$ cat src/rtl/mem_wb_stage.sv
`default_nettype none
// ============================================================================
// Module   : mem_wb_stage
// Purpose  : Memory-access stage plus MEM/WB pipeline register of the 5-stage
//            core. Performs the data-memory load/store for the instruction in
//            EXE/MEM and presents the register-file writeback port one cycle
//            later. Supports pipeline stall (hold) and flush (bubble).
// Revision : 1.0  initial release
// ----------------------------------------------------------------------------
// Ports
//   clk          in   rising-edge clock for all state
//   rst          in   asynchronous active-high reset
//   stall        in   hold all stage state, suppress memory write
//   flush        in   load a bubble into MEM/WB, suppress memory write
//   wen_in       in   register-write enable from EXE/MEM
//   alu_in       in   ALU result / memory address from EXE/MEM
//   waddr_in     in   destination register from EXE/MEM
//   rdata2_in    in   store data from EXE/MEM
//   memRead_in   in   load request
//   memWrite_in  in   store request
//   memtoReg_in  in   select load data for writeback
//   wb_wen       out  register-file write enable
//   wb_waddr     out  register-file write address
//   wb_wdata     out  register-file write data
//   wb_memtoReg  out  registered memtoReg (for forwarding)
//   wb_alu       out  registered ALU result
// ============================================================================
module mem_wb_stage #(
  parameter int DSIZE  = 16,
  parameter int ASIZE  = 4,
  parameter int MEM_AW = 8
) (
  input  logic             clk,
  input  logic             rst,
  input  logic             stall,
  input  logic             flush,
  input  logic             wen_in,
  input  logic [DSIZE-1:0] alu_in,
  input  logic [ASIZE-1:0] waddr_in,
  input  logic [DSIZE-1:0] rdata2_in,
  input  logic             memRead_in,
  input  logic             memWrite_in,
  input  logic             memtoReg_in,
  output logic             wb_wen,
  output logic [ASIZE-1:0] wb_waddr,
  output logic [DSIZE-1:0] wb_wdata,
  output logic             wb_memtoReg,
  output logic [DSIZE-1:0] wb_alu
);

  localparam int DEPTH = 1 << MEM_AW;

  logic [DSIZE-1:0]  mem [DEPTH];
  logic [DSIZE-1:0]  mem_q;
  logic [MEM_AW-1:0] mem_addr;
  logic              mem_we;
  logic              mem_re;

  // Upper ALU bits are ignored, so addresses wrap modulo the memory depth.
  assign mem_addr = alu_in[MEM_AW-1:0];

  // Writes are blocked during reset as well as stall/flush; reset never
  // clears the array, so contents persist across it.
  assign mem_we = memWrite_in & ~stall & ~flush & ~rst;
  assign mem_re = memRead_in  & ~stall & ~flush;

  // Data memory: no reset so it maps onto block RAM.
  always_ff @(posedge clk) begin
    if (mem_we) begin
      mem[mem_addr] <= rdata2_in;
    end
  end

  // Load register. Non-blocking capture gives read-first behaviour: a
  // same-edge store to the same address returns the old word.
  always_ff @(posedge clk or posedge rst) begin
    if (rst) begin
      mem_q <= '0;
    end else if (mem_re) begin
      mem_q <= mem[mem_addr];
    end
  end

  // MEM/WB pipeline register: flush wins over stall.
  always_ff @(posedge clk or posedge rst) begin
    if (rst) begin
      wb_wen      <= 1'b0;
      wb_waddr    <= '0;
      wb_alu      <= '0;
      wb_memtoReg <= 1'b0;
    end else if (flush) begin
      wb_wen      <= 1'b0;
      wb_waddr    <= '0;
      wb_alu      <= '0;
      wb_memtoReg <= 1'b0;
    end else if (!stall) begin
      wb_wen      <= wen_in;
      wb_waddr    <= waddr_in;
      wb_alu      <= alu_in;
      wb_memtoReg <= memtoReg_in;
    end
  end

  assign wb_wdata = wb_memtoReg ? mem_q : wb_alu;

endmodule
`default_nettype wire

$ cat config.mk
export PLATFORM = sky130hd
export DESIGN_NAME = mem_wb_stage
export DESIGN_NICKNAME = d
export VERILOG_FILES = /design/src/rtl/mem_wb_stage.sv
export SDC_FILE = /design/constraint.sdc
export NUM_CORES = 2
export LEC_CHECK = 0
export CORE_UTILIZATION = 40
export CTS_CLUSTER_SIZE = 10
export DETAILED_ROUTE_END_ITERATION = 10
export DONT_BUFFER_PORTS = 1
export SLEW_MARGIN = 20
export SYNTH_ARGS = -nofsm -noshare
export SYNTH_HDL_FRONTEND = slang
export SYNTH_SLANG_ARGS = --single-unit
$ cat constraint.sdc
create_clock -name clk -period 2.65 [get_ports clk]
set_input_delay 0.265 -clock clk [delete_from_list [all_inputs] [get_ports clk]]
set_output_delay 0.265 -clock clk [all_outputs]
set_load 0.02 [all_outputs]
==> summary.md <==
| Metric | Value |
|---|---|
| Core region area | between 300000 and 400000 µm² |
| Max Cap Violations | 0 |
| RSZ-0062 raised after global routing | false |
| DR vias | between 80000 and 90000 |
| PwrDens | a little over 700 nW/µm² |
| Post-Syn Area | around 160000 µm² |
| CTS HTree Levels | 5 |
| Maximum clock path buffer count | 4 |
| Antenna-violating nets left | 0 |
| Max frequency | between 300 and 400 MHz |
| Vias/cell | ~6.0 |
| Final min period | between 2 and 3 ns |
| Post-synth EDFFs | 4096 |
| Cell Area, Placed | 175000 µm² |
| Crit start category | primary input |
| Synth warn | 0 |
| First-pass GRT wire length | ~630 mm |
| Fin Clk Skew | roughly 0.09 ns |
| Gr usage total | ~22% |
| Crit end category | flip-flop |
| Final setup fails | 3 |
| Yosys reg bits | just over 4000 |
| Share of post-route cells with drive strength above 1 | about a third |
| CP arrival | about 3.5 ns |
| WL final | approximately 460 mm |
| Min Hold Slack | -0.602 ns |
| Net Switching | 0.0278 W |
| Die Height | between 600 and 700 µm |
| Initial antenna violation count | 18 |
| Post-Syn Nets | 7242 |
| Critical path type | primary input to flip-flop |
| Clock share of power | between 40% and 50% |
| Sequential share of the synthesized area | a little under 80% |
| CP Data Required Time | roughly 3.5 ns |
| Seq pwr share | between 50% and 60% |
| Max-slew violations | 0 |
| # placed instances | 12800 |
| DIE WIDTH | roughly 630 µm |
| Vias in the first global route | 80800 |
| Worst vdd rail ir drop | roughly 0.57 mV |
| Pin count of the biggest net entering global routing | 528 |
| Clk_lat worst skew | about 0.99 ns |
| Setup ws final | -0.0236 ns |
| Routability Congestion | 0.819 |
| I/O Pins | approximately 80 |
| Hold Path Class | primary input to flip-flop |
| Number of iterations in the first detailed-routing pass | 6 |
| Failing checks | negative hold slack, negative setup slack |
| Starting DRT DRC Count | approximately 12000 |
| Status | finished, violations left |
| Fin. Hold Viols | 2786 |
| Fraction of the cycle the final worst path needs | 101% |
| Gate Count Post-Synth | approximately 7200 |
| Ys async rst share | less than 1% |
| Worst Path Max Fanout | between 90 and 100 |
| Dpl hpwl | around 250 mm |
| Grt ovf | 0 |
| Pleak | approximately 60 nW |
| Port Buffer Count | 0 |
| Cts bufs inserted | 460 |
| Fin util | 47.9% |
| Clk slew on worst S/H paths | 0.06 ns |
| Die Footprint | approximately 400000 µm² |
| Ranking of synthesized cells by area | edfxtp_1 (77%), mux4_2 (14%), mux2i_1 (1.8%) |
| Distinct cells, synth | between 70 and 80 |
| Mean Syn Cell Area | between 20 and 25 µm² |
| Leading area contributor after synthesis | edfxtp_1 |
| Cell Rows | around 230 |
| Sw Ratio | 20.8% |
| Drt drc | 0 |
| Final Instance Area | 189000 µm² |
| Most common flop cell mapped by yosys | edfxtp_1 |
| CTS tree | done |
| Postcts setup bufs | 0 |
| CTS Sinks | ~4100 |
| Max_slew headroom | 14.3% |
| Final std cells w/o fill | 13500 |
| Avg WL per Cell | roughly 34 µm |
| Comb power frac | 4.5% |
| Final #Nets | 8185 |
| Clock tree root driver cell | clkbuf_16 |
| Least-Margin Pin Slew | between 1 and 1.5 ns |
| Cell internal pwr | approximately 0.11 W |
| Area growth from synthesis to layout | 19.2% |
| Initial cell density of the core | approximately two fifths |
| Synth top area share | 77.3% |
==> cell usage in the layout, fill, tap and decap left out, types with 88 or more instances in the layout <==
cell / count
edfxtp_1: 4096
mux4_2: 970
clkbuf_16: 476
buf_4: 469
buf_12: 317
mux2i_1: 286
nand2_1: 221
nor2_4: 161
o22ai_1: 133
clkbuf_1: 97
nor2_1: 88
==> final timing paths <==
kind                       slack [ns]     endpoint  cells after the start         start
setup / recovery                -0.02     mem_q[5]                     13     alu_in[1]
hold / removal                  -0.60  mem[218][6]                      0  rdata2_in[6]
setup reg to reg                 0.01    mem_q[15]                      7  mem[155][15]
hold reg to reg                  0.63     mem_q[7]                      2      mem_q[7]
max in group asynchronous        1.61  wb_memtoReg                      4           rst
min in group asynchronous        0.56    wb_alu[6]                      4           rst
==> power groups by stage <==
stage / Combinational (W) / Sequential, W / Clock, W
6_report: 0.00604 / 0.0722 / 0.0558
5_1_grt: 0.00628 / 0.0721 / 0.0588
4_1_cts: 0.00566 / 0.0721 / 0.0565
3_5_place_dp: 0.00523 / 0.0735 / 0
3_3_place_gp: 0.00521 / 0.0735 / 0
2_1_floorplan: 0.00347 / 0.0734 / 0
==> cell type report <==
cell class,count,area (µm²)
diodes,13,32.5
clock buffers,565,12100
clock inverters,38,527
fillers,31600,206000
inverters,8,46.3
multi-input cells,2639,34100
flip-flops and latches,4134,124000
well taps,5242,6560
repair buffers,898,12200
==> worst max-delay path, stage by stage <==
cell     delay (ns)
buf_16         0.37
buf_16         0.28
buf_16         0.27
nor2_2         0.30
buf_12         0.20
buf_4          0.14
a22oi_1        0.07
nand4_1        0.18
nand3_1        0.17
or4_1          0.58
nor4_2         0.17
buf_4          0.18
a21oi_1        0.06
==> kinds of logic after synthesis <==
| group | count (synthesis) | synth area share (%) |
|---|---|---|
| flops | 4134 | 77.9 |
| mux | 1301 | 15.9 |
| simple gates | 750 | 2.04 |
| compound gates | 588 | 2.53 |
| buf+inv | 425 | 1.63 |
==> flip-flops by register name, summed over array words and instances, names as in the netlist <==
register	cells
mem	4096
mem_q	16
wb_alu	16
wb_waddr	4
wb_memtoReg	1
wb_wen	1
==> layer usage <==
layer  routed length [µm]  GRT usage (%)  vias to the layer above
li1                     -              -                    32200
met1               184000           31.8                    44000
met2               214000           34.9                     4339
met3                44400           4.08                      656
met4                14100           5.99                        4
met5                   29              0                        -
==> through the flow <==
step	worst slack (ns)	hold WS (ns)	TNS, ns	total power, W
after global placement	-2.80	0.334	-2715.95	0.0787
after CTS	0.00796	-0.667	0	0.134
after global routing	0.0195	-0.653	0	0.137
after floorplan	-0.206	0.234	-351.76	0.0768
after detailed placement	-2.45	0.336	-2318.42	0.0787
final	-0.0236	-0.602	-0.0580	0.134
==> cell usage after synthesis (60+ instances only) <==
master / n
buf_4: 92
mux4_2: 970
buf_2: 132
a22oi_1: 61
o21ai_0: 60
o22ai_1: 133
clkbuf_1: 111
mux2i_1: 286
nand2_1: 239
nor2_1: 330
edfxtp_1: 4096
a21oi_1: 76
==> what timing repair did <==
item,in CTS,in global routing
endpoints found under the hold margin,4188,4027
gates cloned,27,10
gates resized for setup,9,7
endpoints found under the setup margin,414,1450
hold buffers,50,4
Power figures use the tool's default switching activity.
